===== src/rtl/fetch_stage.sv =====
// -----------------------------------------------------------------------------
// fetch_stage
//   Instruction fetch stage feeding the decode controller. Owns the PC, issues
//   in-order requests to a variable-latency instruction memory, buffers the
//   returned words and hands them to decode with pre-sliced opcode fields.
//   Redirects restart fetch at a new PC and discard every in-flight fetch.
//
// Ports
//   clk, rst            clock (rising edge), asynchronous active-high reset
//   imem_req_valid/ready/addr     fetch request channel (addr = pc)
//   imem_resp_valid/data          in-order responses, latency >= 1
//   redirect_valid/pc             single-cycle taken branch/jump
//   dec_valid/ready               head-of-buffer handshake to decode
//   dec_instr, dec_pc, dec_pc_plus4, dec_op, dec_func3, dec_func7
//                                 head entry and its decoded fields (0 when empty)
// -----------------------------------------------------------------------------
module fetch_stage #(
  parameter int              XLEN     = 32,
  parameter logic [XLEN-1:0] RESET_PC = 32'h0000_0000,
  parameter int              DEPTH    = 2
) (
  input  logic            clk,
  input  logic            rst,
  output logic            imem_req_valid,
  input  logic            imem_req_ready,
  output logic [XLEN-1:0] imem_req_addr,
  input  logic            imem_resp_valid,
  input  logic [31:0]     imem_resp_data,
  input  logic            redirect_valid,
  input  logic [XLEN-1:0] redirect_pc,
  output logic            dec_valid,
  input  logic            dec_ready,
  output logic [31:0]     dec_instr,
  output logic [XLEN-1:0] dec_pc,
  output logic [XLEN-1:0] dec_pc_plus4,
  output logic [6:0]      dec_op,
  output logic [2:0]      dec_func3,
  output logic [6:0]      dec_func7
);

  localparam int CW = $clog2(DEPTH + 1);
  localparam int PW = (DEPTH > 1) ? $clog2(DEPTH) : 1;
  localparam logic [CW:0]   DEPTH_W = (CW + 1)'(DEPTH);
  localparam logic [PW-1:0] LAST_P  = PW'(DEPTH - 1);

  logic [XLEN-1:0] pc_q, pc_d;
  logic [CW-1:0]   out_q, out_d;
  logic [CW-1:0]   drop_q, drop_d;
  logic [CW-1:0]   cnt_q, cnt_d;

  // PC tags of outstanding requests, popped in step with responses
  logic [XLEN-1:0] tag_mem [DEPTH];
  logic [PW-1:0]   tag_wr_q, tag_wr_d;
  logic [PW-1:0]   tag_rd_q, tag_rd_d;

  // Instruction buffer
  logic [XLEN-1:0] buf_pc    [DEPTH];
  logic [31:0]     buf_instr [DEPTH];
  logic [PW-1:0]   buf_wr_q, buf_wr_d;
  logic [PW-1:0]   buf_rd_q, buf_rd_d;

  logic            issue;
  logic            resp_acc;
  logic            resp_keep;
  logic            pop;
  logic [CW:0]     credit_used;
  logic [XLEN-1:0] head_pc;
  logic [31:0]     head_instr;
  logic            unused_redirect_lsbs;

  function automatic logic [PW-1:0] ptr_inc(input logic [PW-1:0] p);
    return (p == LAST_P) ? '0 : p + PW'(1);
  endfunction

  assign unused_redirect_lsbs = ^redirect_pc[1:0];

  assign credit_used    = {1'b0, out_q} + {1'b0, cnt_q};
  assign imem_req_valid = !rst && !redirect_valid && (credit_used < DEPTH_W);
  assign imem_req_addr  = pc_q;
  assign issue          = imem_req_valid && imem_req_ready;

  // A response with nothing outstanding belongs to a pre-reset request.
  assign resp_acc  = imem_resp_valid && (out_q != '0);
  assign resp_keep = resp_acc && (drop_q == '0) && !redirect_valid;

  assign dec_valid = (cnt_q != '0);
  assign pop       = dec_valid && dec_ready;

  always_comb begin
    pc_d     = pc_q;
    out_d    = out_q;
    drop_d   = drop_q;
    cnt_d    = cnt_q;
    tag_wr_d = tag_wr_q;
    tag_rd_d = tag_rd_q;
    buf_wr_d = buf_wr_q;
    buf_rd_d = buf_rd_q;

    if (issue) begin
      tag_wr_d = ptr_inc(tag_wr_q);
    end
    if (resp_acc) begin
      tag_rd_d = ptr_inc(tag_rd_q);
    end

    if (issue && !resp_acc) begin
      out_d = out_q + CW'(1);
    end else if (!issue && resp_acc) begin
      out_d = out_q - CW'(1);
    end

    if (redirect_valid) begin
      pc_d     = {redirect_pc[XLEN-1:2], 2'b00};
      // Everything still pending after this cycle is wrong-path.
      drop_d   = resp_acc ? (out_q - CW'(1)) : out_q;
      cnt_d    = '0;
      buf_wr_d = '0;
      buf_rd_d = '0;
    end else begin
      if (issue) begin
        pc_d = pc_q + XLEN'(4);
      end
      if (resp_acc && (drop_q != '0)) begin
        drop_d = drop_q - CW'(1);
      end
      if (resp_keep) begin
        buf_wr_d = ptr_inc(buf_wr_q);
      end
      if (pop) begin
        buf_rd_d = ptr_inc(buf_rd_q);
      end
      if (resp_keep && !pop) begin
        cnt_d = cnt_q + CW'(1);
      end else if (!resp_keep && pop) begin
        cnt_d = cnt_q - CW'(1);
      end
    end
  end

  always_ff @(posedge clk or posedge rst) begin
    if (rst) begin
      pc_q     <= RESET_PC;
      out_q    <= '0;
      drop_q   <= '0;
      cnt_q    <= '0;
      tag_wr_q <= '0;
      tag_rd_q <= '0;
      buf_wr_q <= '0;
      buf_rd_q <= '0;
    end else begin
      pc_q     <= pc_d;
      out_q    <= out_d;
      drop_q   <= drop_d;
      cnt_q    <= cnt_d;
      tag_wr_q <= tag_wr_d;
      tag_rd_q <= tag_rd_d;
      buf_wr_q <= buf_wr_d;
      buf_rd_q <= buf_rd_d;
    end
  end

  // Storage arrays need no reset; pointers and counts qualify their contents.
  always_ff @(posedge clk) begin
    if (issue) begin
      tag_mem[tag_wr_q] <= pc_q;
    end
    if (resp_keep) begin
      buf_pc[buf_wr_q]    <= tag_mem[tag_rd_q];
      buf_instr[buf_wr_q] <= imem_resp_data;
    end
  end

  assign head_pc    = dec_valid ? buf_pc[buf_rd_q]    : '0;
  assign head_instr = dec_valid ? buf_instr[buf_rd_q] : '0;

  assign dec_instr    = head_instr;
  assign dec_pc       = head_pc;
  assign dec_pc_plus4 = dec_valid ? (head_pc + XLEN'(4)) : '0;
  assign dec_op       = head_instr[6:0];
  assign dec_func3    = head_instr[14:12];
  assign dec_func7    = head_instr[31:25];

endmodule


===== config.mk =====
export PLATFORM = sky130hd
export DESIGN_NAME = fetch_stage
export DESIGN_NICKNAME = d
export VERILOG_FILES = /design/src/rtl/fetch_stage.sv
export SDC_FILE = /design/constraint.sdc
export NUM_CORES = 1
export LEC_CHECK = 0
export CAP_MARGIN = 5
export CORE_UTILIZATION = 51
export DETAILED_ROUTE_END_ITERATION = 6
export PLACE_DENSITY = 0.82
export SYNTH_ARGS = -nofsm -noshare
export SYNTH_HDL_FRONTEND = slang
export SYNTH_SLANG_ARGS = --single-unit

===== constraint.sdc =====
create_clock -name clk -period 8.3 [get_ports clk]
set_input_delay 2.075 -clock clk [delete_from_list [all_inputs] [get_ports clk]]
set_output_delay 2.075 -clock clk [all_outputs]
set_load 0.02 [all_outputs]

## Word level (Yosys, flattened, before mapping)

Memories as Yosys holds them, arrays and structs flattened.
Index checks and enable logic that the tools add are counted.

| operators by class | value |
|---|---|
| add/subtract/negate cells | 12 |
| $lt $le $gt $ge | 1 |
| multiplexer cells | 25 |
| reductions and logical operators | 28 |

Operator list:

| kind | count |
|---|---|
| two-way mux 32 bit | 5 |
| adder 32 x 3 -> 32 bit (second input constant) | 2 |
| two-way mux 2 bit | 8 |
| nonzero test 2 bit | 8 |
| logical AND 1 bit | 12 |
| two-way mux 1 bit | 12 |
| logical NOT 1 bit | 6 |
| subtractor 2 x 1 -> 2 bit (second input constant) | 3 |
| adder 1 bit (second input constant) | 4 |
| adder 2 x 1 -> 2 bit (second input constant) | 2 |
| adder 2 x 2 -> 3 bit | 1 |
| < comparator 3 x 2 -> 1 bit (second input constant) | 1 |
| nonzero test 3 bit | 1 |
| logical NOT 2 bit | 1 |

| word-level totals | value |
|---|---|
| word-level logic and storage cells | 77 |
| bits of input ports | 70 |
| memories | 3 |
| flip-flop bits (word level) | 42 |
| output and inout bits | 147 |
| memory bits (writable) | 192 |

Memories:

| name | depth | width | read ports | clocked after memory_dff | wr ports | RTL line | RTL |
|---|---|---|---|---|---|---|---|
| buf_instr | 2 | 32 | 1 | 0 | 1 | 58 | `logic [31:0] buf_instr [DEPTH];` |
| buf_pc | 2 | 32 | 1 | 0 | 1 | 57 | `logic [XLEN-1:0] buf_pc [DEPTH];` |
| tag_mem | 2 | 32 | 1 | 0 | 1 | 52 | `logic [XLEN-1:0] tag_mem [DEPTH];` |

## Logic depth before layout (Yosys ltp)

Gate-level depths: netlist (run 1).

| logic depth | value |
|---|---|
| word-level depth | 9 |
| depth in mapped cells | 12 |
| mapped depth without buffers | 8 |

## Least setup slack after synthesis (run 1)

Ideal clock, no wire load.

| timing | value |
|---|---|
| kind | in2reg |
| start point | input port redirect_valid |
| end point | memory buf_instr[1][0] (enable) |
| library setup time | 571 ps |
| cell stages on the path | 3 |
| setup slack | 768 ps |
| path buffers | 2 |
| data required time | 7729 ps |
| arrival time | 6960 ps |
| cells stage by stage | buf_6 -> clkbuf_1 -> nor3b_1 |

| on the way | value |
|---|---|
| cells in the longest elaborated chain, start to end | 4 |

Ends and longest elaborated chain:

| element | RTL line | RTL |
|---|---|---|
| start, declared | 29 | `input logic redirect_valid,` |
| logical NOT 1 bit | 84 | `assign resp_keep = resp_acc && (drop_q == '0) && !redirect_valid;` |
| logical AND 1 bit | 84 |  |
| two-way mux 1 bit | 167 | `if (resp_keep) begin` |
| two-way mux 1 bit (not written as such) | 169 | `buf_instr[buf_wr_q] <= imem_resp_data;` |
| end, declared | 58 |  |

Every way passes these cells.

## Worst setup path in the final report (run 1)

| timing | value |
|---|---|
| start point | register buf_rd_q |
| end point | output port dec_pc_plus4[28] |

| on the way | value |
|---|---|
| cells in the longest elaborated chain, start to end | 4 |

Ends and longest elaborated chain:

| element | RTL line | RTL |
|---|---|---|
| start, declared | 60 | `logic [PW-1:0] buf_rd_q, buf_rd_d;` |
| start signal, assigned | 158 | `buf_rd_q <= buf_rd_d;` |
| memory read (2 x 32 bit) | n/a |  |
| two-way mux 32 bit | 173 | `assign head_pc = dec_valid ? buf_pc[buf_rd_q] : '0;` |
| adder 32 x 3 -> 32 bit | 178 | `assign dec_pc_plus4 = dec_valid ? (head_pc + XLEN'(4)) : '0;` |
| two-way mux 32 bit | 178 |  |
| end, declared | 35 | `output logic [XLEN-1:0] dec_pc_plus4,` |

Every way passes these cells.

==> reports/qor.yml, run 1 <==
status: "completed"
postCtsHoldBufs: 0
dp_cells: 1211
portBuffers: 208
gp_congestion: 0.8898
cp.arrival_ps: 4250
cts.sinks: 224
clk_path_buf_depth: 3
fin_worst_skew_ps: 10.57
antenna_found_initial: 0
timing.hold.ws_ps: 564.4
worstSkewPairLatency_ps: 500
yosys_warnings: 0
ys_seq_elements: 224
ant_nets: 0
grt_usage_pct: 22.38
core_sq_um: 19530
rows: 51
post_cts_buffers: 0
path_class: "flip-flop to output port"
first_iter_violations: 464
mostFrequentLayoutCells: "clkdlybuf4s50_1, edfxtp_1, nor2_1"
tns_ps: 0
period_share_pct: 76.21
cp-start-kind: "flip-flop"
drc: 0
dp_slack_ps: 2351
fp.dieW_microns: 143.4
yosys.area.top_type: "edfxtp_1"
wl_microns: 23130
fin_ws_ps: 1975
clkTransAtPathRegs_ps: 60
h-tree-depth: 1
wl_per_cell_microns: 18.48
p_clk_share_pct: 31.1
slew_headroom_pct: 43.40
grt_first_pass_wirelength_microns: 35450
min_period_ps: 6325
nNetsFinal: 1046
p_sw_share_pct: 29.05
first_global_vias: 6578
p_per_area_nw_per_um2: 254.1
p_int_w: 0.002369
synth_edf_count: 184
ys_types: 53
multi_input_area_sq_um: 3313
cts_resized: 0
n_fill_cell: 1409
switching_power_w: 0.0009702
synthFlopType: "edfxtp_1"
cts_tree: "built"
overflow: 0
drt_pass1_iterations: 5
drv_slew: 0
path_max_fanout: 51
numCtsBuffers: 23
synthArstFlopShare_pct: 17.86
start_util_pct: 52.22
num_vias: 6959
min_path_type: "flip-flop to flip-flop"
drive_gt1_share_pct: 8.916
crit_required_ps: 6230
synth_top_area_share_pct: 54.19
ios: 217
postSynthCellCount: 781
dp_hpwl_microns: 15990
p_comb_share_pct: 24.8
synth_area_sq_um: 10200
area_delta_synth_final_pct: 28.87
seq_area_frac_synth_pct: 64.01
dieArea_sq_um: 20560
drv_cap: 0
instances_no_fill: 1252
ff_latch_area_sq_um: 6530
vias_per_cell: 5.558
final_common_cell: "clkdlybuf4s50_1"
grt_max_degree: 63
syn_avg_cell_area_sq_um: 13.06
setup_viol: 0
rsz0062_at_grt: "false"
fmax_mhz: 158.1
p_leak_nw: 4.454
vdd_drop_max_mv: 0.1505
tightest_slew_ps: 847.0
synth_area_leaders: "edfxtp_1, dfrtp_1, mux2i_1"
finalHoldViolations: 0
die_h_microns: 143.4
seq_power_share_pct: 44.1
n_antenna_cell: 0
worstSetupEndpointType: "output port"
clock-root-buffer: "clkbuf_16"
## worst max-delay path, stage by stage (launching register included)
cell             delay [ps]
dfrtp_4                 860
mux2i_1                 230
nor2_1                  160
ha_1                    260
nand4b_1                150
a211oi_2                350
nand4_1                 410
nor4_1                  510
xor2_1                  190
clkdlybuf4s50_1         620
## power by group through the flow
| stage | combinational (W) | clock [W] | sequential [W] |
|---|---|---|---|
| after floorplan | 0.000519 | 0 | 0.00147 |
| after global placement | 0.000808 | 0 | 0.00149 |
| after detailed placement | 0.000827 | 0 | 0.00149 |
| after CTS | 0.000833 | 0.00106 | 0.00147 |
| after global routing | 0.000891 | 0.00110 | 0.00149 |
| final | 0.000827 | 0.00104 | 0.00147 |
## metal layers
layer | track usage [%] | vias to the layer above | part of all wire, %
li1 | - | 3290 | -
met1 | 30.22 | 3311 | 42
met2 | 36.79 | 331 | 47
met3 | 5.098 | 27 | 10
met4 | 5.375 | 0 | 1.3
met5 | 0 | - | 0
## cells in the mapped netlist, types with 11 or more instances
cell type,count
nor2_1,88
nand3_1,35
inv_1,11
nand2_1,61
edfxtp_1,184
mux2i_1,64
xnor2_1,12
o21ai_0,23
buf_4,27
buf_2,12
nand4_1,17
xor2_1,22
mux2_2,31
nor3_1,13
clkbuf_1,13
dfrtp_1,40
## cells by family after synthesis
logic type | Yosys count | synth area share, %
other | 1 | 0.03678
buffers and inverters | 69 | 3.902
DFF | 224 | 64.01
muxes | 95 | 9.707
AOI/OAI and AO/OA | 85 | 5.841
xor gates and xnor gates | 34 | 2.921
and+or+nand+nor | 268 | 12.90
adders and majority gates | 5 | 0.6872
## state kept, by name, summed over array words and instances (netlist names), 2 cells and up
signal,count
buf_instr,64
buf_pc,60
cnt_q,2
drop_q,2
imem_req_addr,30
out_q,2
tag_mem,60
## worst paths after layout
path / endpoint / start / cells after the start / slack, ps
max in group asynchronous: buf_rd_q / rst / 3 / 5780
setup reg to reg: imem_req_addr[21] / cnt_q[0] / 8 / 5040
hold / removal: tag_wr_q / tag_wr_q / 1 / 560
min in group asynchronous: tag_wr_q / rst / 3 / 2110
setup / recovery: dec_pc_plus4[28] / buf_rd_q / 9 / 1970
hold reg to reg: tag_wr_q / tag_wr_q / 1 / 560
## final cells by class
cell class	count	share of cell area, %
Clock buffer	28	4.523
Inverter	11	0.3142
Timing Repair Buffer	218	16.42
Tap cell	265	2.523
Clock inverter	13	1.314
Multi-Input combinational cell	493	25.21
Sequential cell	224	49.70
## per-stage QoR
step | util [%] | instance area [sq um] | power, W
final | 67.29 | 13140 | 0.003339
after global placement | 63.37 | 12370 | 0.002295
after CTS | 67.29 | 13140 | 0.003363
after detailed placement | 63.37 | 12370 | 0.002321
after floorplan | - | 10210 | 0.001988
after global routing | 67.29 | 13140 | 0.003478
(Power assumes the default switching activity.)
==> run 2, diff against run 1 <==
--- a/config.mk
+++ b/config.mk
@@ -6,9 +6,9 @@
 export NUM_CORES = 1
 export LEC_CHECK = 0
 export CAP_MARGIN = 5
-export CORE_UTILIZATION = 51
+export CORE_UTILIZATION = 46
 export DETAILED_ROUTE_END_ITERATION = 6
-export PLACE_DENSITY = 0.82
+export PLACE_DENSITY = 0.78
 export SYNTH_ARGS = -nofsm -noshare
 export SYNTH_HDL_FRONTEND = slang
 export SYNTH_SLANG_ARGS = --single-unit
==> constraint.sdc (replaced) <==
create_clock -name clk -period 5.7 [get_ports clk]
set_input_delay 1.425 -clock clk [delete_from_list [all_inputs] [get_ports clk]]
set_output_delay 1.425 -clock clk [all_outputs]
set_load 0.02 [all_outputs]
==> run 2 against run 1 <==
Power up 47%. Final cell count up 1.7%. Sequential cell count unchanged. Clock skew up 0.92 ps. Largest power group unchanged.
==> reports/qor.yml, run 2 (synthesized netlist as in run 1, its figures left out) <==
fmax_mhz: 192.3
largest_reg_flops: 64
finalHoldViolations: 0
fin_worst_skew_ps: 11.49
dp_hpwl_microns: 15980
path_class: "flip-flop to output port"
clock-root-buffer: "clkbuf_16"
cp.arrival_ps: 3770
fin_ws_ps: 500.0
wl_per_cell_microns: 18.10
period_share_pct: 91.23
clk_path_buf_depth: 3
ant_nets: 0
cts.sinks: 224
path_max_fanout: 47
timing.hold.ws_ps: 514.1
hp-start: "tag_wr_q"
die_h_microns: 150.9
start_util_pct: 46.87
postCtsHoldBufs: 0
mostFrequentLayoutCells: "clkdlybuf4s50_1, edfxtp_1, nor2_1"
min_path_cells: 1
num_vias: 6940
tightest_slew_ps: 845.6
drv_cap: 0
r2r_cells: 8
n_fill_cell: 1674
grt_max_degree: 63
drt_pass1_iterations: 5
wl_microns: 23040
multi_input_area_sq_um: 3321
vias_per_cell: 5.452
first_global_vias: 6693
final_common_cell: "clkdlybuf4s50_1"
numCtsBuffers: 23
min_period_ps: 5200
status: "completed"
dieArea_sq_um: 22760
r2r-end: "imem_req_addr[21]"
h-tree-depth: 1
antenna_found_initial: 0
area_delta_synth_final_pct: 29.76
p_per_area_nw_per_um2: 369.8
fp.dieW_microns: 150.9
cts_resized: 0
nNetsFinal: 1052
rsz0062_at_grt: "false"
drive_gt1_share_pct: 9.668
setup_viol: 0
tns_ps: 0
grt_first_pass_wirelength_microns: 35360
portBuffers: 208
p_leak_nw: 4.505
core_sq_um: 21760
cp-start-kind: "flip-flop"
first_iter_violations: 375
fin_util_pct: 60.81
worstSetupEndpointType: "output port"
n_antenna_cell: 0
post_cts_buffers: 0
overflow: 0
grt_usage_pct: 20.11
hold_end: "tag_wr_q"
cts_tree: "built"
ios: 217
ff_latch_area_sq_um: 6530
clkTransAtPathRegs_ps: 60
dp_slack_ps: 1032
top_register: "buf_instr"
rows: 54
r2r_slack_ps: 2820
crit_required_ps: 4280
slew_headroom_pct: 43.19
gp_congestion: 0.8573
min_path_type: "flip-flop to flip-flop"
drv_slew: 0
drc: 0
worstSkewPairLatency_ps: 510
r2r_start: "cnt_q[0]"
top_regs: "buf_instr x64, buf_pc x60, tag_mem x60"
vdd_drop_max_mv: 0.2330
[run 2: worst max path at each step]
stage,from,endpoint,depth (start not counted)
2_1_floorplan,cnt_q[1],dec_pc_plus4[28],12
3_3_place_gp,buf_rd_q,dec_pc_plus4[20],7
3_5_place_dp,buf_rd_q,dec_pc_plus4[28],7
4_1_cts,buf_rd_q,dec_pc_plus4[28],7
5_1_grt,buf_rd_q,dec_pc_plus4[28],7
6_report,buf_rd_q,dec_pc_plus4[28],7
[run 2: area by class of cell]
| cell class | instances | area share [%] |
|---|---|---|
| flip-flops and latches | 224 | 49.36 |
| multi-input cells | 493 | 25.10 |
| repair buffers | 224 | 16.64 |
| clock buffers | 30 | 4.700 |
| well taps | 280 | 2.648 |
| clock inverters | 11 | 1.239 |
| inverters | 11 | 0.3121 |
[run 2: per-stage QoR]
| step | area, sq um | power (W) | std cells |
|---|---|---|---|
| 2_1_floorplan | 10220 | 0.002891 | 786 |
| 3_3_place_gp | 12440 | 0.003352 | 1232 |
| 3_5_place_dp | 12440 | 0.003378 | 1232 |
| 4_1_cts | 13230 | 0.004933 | 1273 |
| 5_1_grt | 13230 | 0.005109 | 1273 |
| 6_report | 13230 | 0.004893 | 1273 |
[run 2: per-layer routing]
metal,global-route usage (%),vias to the layer above,share of wire (%)
met5,0,-,0
met4,5.550,0,1.7
met3,4.217,31,9.2
met2,33.62,312,47
met1,26.54,3302,42
li1,-,3295,-
[run 2: where the power goes]
group / switching, W / leakage [nW] / internal (W)
Sequential: 0.000133 / 2.15 / 0.00198
Clock: 0.000596 / 0.384 / 0.000951
Combinational: 0.000683 / 1.97 / 0.000547
[run 2: critical path, cell delays in order, from the launching register on]
cell	delay, ps
dfrtp_4	480
buf_4	530
nand3_1	250
a211oi_2	300
nand4_1	410
nor4_1	480
xor2_1	190
clkdlybuf4s50_1	630
==> RTL edit 1 (flow settings as in run 2) <==
Make the reset (`rst`) synchronous in one clocked block. Comments in the files are not updated.
--- a/src/rtl/fetch_stage.sv
+++ b/src/rtl/fetch_stage.sv
@@ -138,5 +138,5 @@
   end
 
-  always_ff @(posedge clk or posedge rst) begin
+  always_ff @(posedge clk) begin
     if (rst) begin
       pc_q     <= RESET_PC;
Function: differs if rst is asserted again (counterexample within 4 cycles, from zero or initial values and one cycle with rst high); with rst held inactive, the same outputs for 4 cycles.
==> RTL edit 1 against run 2 <==
Design area decreased by 0.53%. Synthesized area decreased by 0.87%. Via count increased by 0.12%. Wire length decreased by 0.78%. Power decreased by 11%. Worst setup slack got worse by 0.12 ns. Sequential cell count increased by 2. Maximum frequency decreased by 2.2%. Sequential share of layout area decreased by 0.95 points.
==> RTL edit 1: results (changes against run 2) <==
| Metric | Value |
|---|---|
| Result of the run | finished clean |
| Depth of the worst register-to-register path | 10 (+2) |
| VDD IR max | 0.0001990 V (-15%) |
| Routed len/inst | 17.81 µm (-1.6%) |
| Proportion of register bits with asynchronous set or reset after synthesis | 0 (-0.1786) |
| Count of placed standard cells including taps | 1241 (+0.73%) |
| Part of the power in the clock network | 0.351 (+0.035) |
| Area fraction of the dominant cell type after synthesis | 0.5467 (+0.004763) |
| Reg2reg start | cnt_q[0] |
| Total global-route track usage | 0.2018 (+0.0006295) |
| Final-stage net count | 1069 (+1.6%) |
| Adder-cell share of the synthesized area | 0.009408 (+0.002536) |
| Share of the yosys chip area belonging to registers | 0.6299 (-0.01022) |
| Fraction of final layout cells sized beyond drive strength 1 | 0.1041 (+0.007387) |
| Number of instances on the worst hold path | 2 (+1) |
| Total placed instance area | 12370 µm² (-0.59%) |
| Final worst clock skew | 0.02041 ns (+0.008925 ns) |
| Number of global-route vias before repair | 6498 (-2.9%) |
| Xor and xnor area share after synthesis | 0.03466 (+0.005456) |
| Setup slack of the most critical reg-to-reg path | 1.90 ns (-0.92 ns) |
| Total half-perimeter wirelength after legalization and detailed placement | 15950 µm (-0.22%) |
| Most common library cells after synthesis | sky130_fd_sc_hd__edfxtp_1 (184), sky130_fd_sc_hd__nor2_1 (93), sky130_fd_sc_hd__mux2i_1 (58) |
| Area contributors post-synth | sky130_fd_sc_hd__edfxtp_1 (55%), sky130_fd_sc_hd__dfxtp_1 (8.3%), sky130_fd_sc_hd__mux2i_1 (5.7%), sky130_fd_sc_hd__mux2_2 (4.0%), sky130_fd_sc_hd__nor2_1 (3.5%) |
| Power Dens Cells | 330.9 nW/µm² (-11%) |
| Worst-case hold slack | 0.5446 ns (+0.03047 ns) |
## RTL edit 1: how the worst max path moves through the flow
stage,start,endpoint,slack (ns)
3_3_place_gp,cnt_q[1],dec_pc_plus4[26],0.89
4_1_cts,cnt_q[0],dec_pc_plus4[26],0.29
2_1_floorplan,imem_resp_valid,buf_instr[0][0],0.44
6_report,flip-flop,dec_pc_plus4[26],0.38
5_1_grt,cnt_q[0],dec_pc_plus4[26],0.02
3_5_place_dp,cnt_q[0],dec_pc_plus4[26],0.85
## RTL edit 1: layer usage
| metal | vias up | global-route usage | wire (µm) |
|---|---|---|---|
| met3 | 23 | 0.04030 | 2015 |
| met1 | 3294 | 0.2803 | 10110 |
| met5 | - | 0 | 0 |
| li1 | 3316 | - | - |
| met4 | 0 | 0.04343 | 290 |
| met2 | 315 | 0.3275 | 10450 |
## RTL edit 1: cell type report
class / count / area [µm²]
Multi-Input combinational cell: 497 / 3354
Inverter: 18 / 67.56
Timing Repair Buffer: 225 / 2235
Fill cell: 1645 / 8127
Clock buffer: 31 / 679.4
Clock inverter: 12 / 110.1
Sequential cell: 226 / 6370
Tap cell: 275 / 344.1
## RTL edit 1: worst max-delay path, stage by stage, from the launching register on
cell	delay [ns]
sky130_fd_sc_hd__dfxtp_4	0.58
sky130_fd_sc_hd__mux2i_1	0.15
sky130_fd_sc_hd__nor2_1	0.22
sky130_fd_sc_hd__ha_1	0.25
sky130_fd_sc_hd__nor3b_1	0.32
sky130_fd_sc_hd__nand4_1	0.51
sky130_fd_sc_hd__nor4b_1	0.50
sky130_fd_sc_hd__xor2_1	0.18
sky130_fd_sc_hd__clkdlybuf4s50_1	0.64
==> RTL edit 2 (config.mk and constraints of run 2) <==
Made on the original files. Set the parameter `XLEN` to 48 (it was 32).
--- a/src/rtl/fetch_stage.sv
+++ b/src/rtl/fetch_stage.sv
@@ -16,5 +16,5 @@
 // -----------------------------------------------------------------------------
 module fetch_stage #(
-  parameter int              XLEN     = 32,
+  parameter int              XLEN     = 48,
   parameter logic [XLEN-1:0] RESET_PC = 32'h0000_0000,
   parameter int              DEPTH    = 2
Ports: changed (resized dec_pc, dec_pc_plus4, imem_req_addr and redirect_pc); port bits go from 217 to 281. The function was not compared with the original's and may differ.
==> RTL edit 2 against run 2 <==
Clock power is 37% higher. Design area is 35% higher. Via count is 28% higher. Sequential cell count is 80 higher. Power is 29% higher. Largest power group unchanged. Maximum frequency is 5.0% lower. Wire length is 38% higher. Synthesized area is 35% higher. Synthesized cell count is 31% higher. Register-to-register slack worse by 0.37 ns. Critical path type unchanged. Worst setup slack worse by 0.27 ns. Largest cell class unchanged.
==> RTL edit 2: results (changes against run 2) <==
| Metric | Value |
|---|---|
| Slowest cell delay on critical path | 0.68 ns (+0.05 ns) |
| Worst-skew pair later-pin latency | 0.54 ns (+0.03 ns) |
| Static power due to leakage | 6.101 nW (+35%) |
| Total half-perimeter wirelength after legalization and detailed placement | 22420 µm (+40%) |
| Share of the yosys chip area belonging to registers | 0.6416 (+0.001547) |
| Routed len/inst | 18.69 µm (+3.3%) |
| Setup slack of the most critical reg-to-reg path | 2.45 ns (-0.37 ns) |
| Biggest registers after layout | buf_pc (92), tag_mem (92), buf_instr (64) |
| Maximum clock rate | 0.1827 GHz (-5.0%) |
| Number of distinct library cells after synthesis | 61 (+15%) |
| Number of enable flip-flop cells after synthesis | 248 (+35%) |
| Total global-route track usage | 0.2069 (+0.005767) |
| Mean instance size in the synthesized netlist | 13.43 µm² (+2.9%) |
| Final worst clock skew | 0.01199 ns (+0.0005011 ns) |
| Met2 routed WL | 14760 µm (+37%) |
| Worst-case hold slack | 0.5414 ns (+0.02727 ns) |
| Wire length of the first global-routing pass | 49810 µm (+41%) |
| Maximum number of pins on one net before global-route repair | 105 (+67%) |
| Proportion of register bits with asynchronous set or reset after synthesis | 0.1842 (+0.005639) |
| TritonCTS Buffers | 30 (+30%) |
| Result of the run | finished clean |
| Count of port buffers added during placement | 272 (+31%) |
| Number of global-route vias before repair | 8861 (+32%) |
| Cell type of the slowest stage on the worst timing path | sky130_fd_sc_hd__dfrtp_4 |
| Detailed-router iteration count before antenna repair | 4 (-1) |
| Area fraction of the dominant cell type after synthesis | 0.5400 (-0.001896) |
## RTL edit 2: cell types whose count changed after synthesis, moves of 7 or more
cell,run 2,this run
sky130_fd_sc_hd__edfxtp_1,184,248
sky130_fd_sc_hd__xnor2_1,12,39
sky130_fd_sc_hd__xor2_1,22,49
sky130_fd_sc_hd__nand2_1,61,86
sky130_fd_sc_hd__o21ai_0,23,45
sky130_fd_sc_hd__mux2_2,31,48
sky130_fd_sc_hd__dfrtp_1,40,56
sky130_fd_sc_hd__mux2i_1,64,79
sky130_fd_sc_hd__nand3_1,35,44
sky130_fd_sc_hd__nand4_1,17,26
sky130_fd_sc_hd__o311ai_0,10,1
sky130_fd_sc_hd__and3_1,7,15
sky130_fd_sc_hd__o211ai_1,9,2
## RTL edit 2: cells by family (layout without fill, tap and decap cells)
family / after synthesis / after routing / share of synthesized area
buffers and inverters: 81 / 355 / 0.03230
adders and majority gates: 6 / 6 / 0.005988
muxes: 127 / 127 / 0.09653
other: 1 / 6 / 0.0002719
xor gates and xnor gates: 88 / 88 / 0.05589
AOI/OAI and AO/OA: 72 / 72 / 0.03257
and+or+nand+nor: 348 / 348 / 0.1348
DFF: 304 / 304 / 0.6416
## RTL edit 2: repair_timing
item                       CTS  global route
hold endpoints to repair     0             0
resized for setup            0             4
setup endpoints to repair    0             8
hold buffers                 0             0
## RTL edit 2: worst register-to-register path: cells and delay by family, from the launching register on
family	cells	cell delay [ns]
xor+xnor	1	0.19
compound gates	1	0.08
fa+ha+maj	1	0.53
simple gates	5	1.84
flops	1	0.45
## RTL edit 2: final cells by class
cell class                 instances  area (µm²)  share of cell area
clock buffer                      41       883.3             0.04942
sequential                       304        8853              0.4953
multi-input combinational        647        4569              0.2557
clock inverter                    15       207.7             0.01162
tap                              390       488.0             0.02730
timing repair buffer             284        2815              0.1575
inverter                          15       56.30            0.003150
## RTL edit 2: power by group through the flow
stage               combinational [mW]  clock [mW]  sequential [mW]
finish                            1.33        2.13             2.84
global route                      1.43        2.25             2.87
CTS                               1.34        2.17             2.85
detailed placement                1.33           0             2.89
global placement                  1.31           0             2.88
floorplan                        0.851           0             2.82
## RTL edit 2: path summary, 6_finish.rpt
path | from | to | cells after the start
worst min-delay path | out_q[0] | out_q[0] | 1
worst max register to register | cnt_q[0] | imem_req_addr[44] | 8
worst max-delay path | buf_rd_q | dec_pc_plus4[47] | 8
max in group asynchronous | rst | buf_rd_q | 3
min in group asynchronous | rst | imem_req_addr[22] | 2
worst min register to register | out_q[0] | out_q[0] | 1
## RTL edit 2: per-layer routing
| metal | vias up | global-route usage |
|---|---|---|
| met5 | - | 0 |
| met4 | 0 | 0.04891 |
| met3 | 43 | 0.03873 |
| met2 | 291 | 0.3342 |
| met1 | 4326 | 0.2896 |
| li1 | 4250 | - |
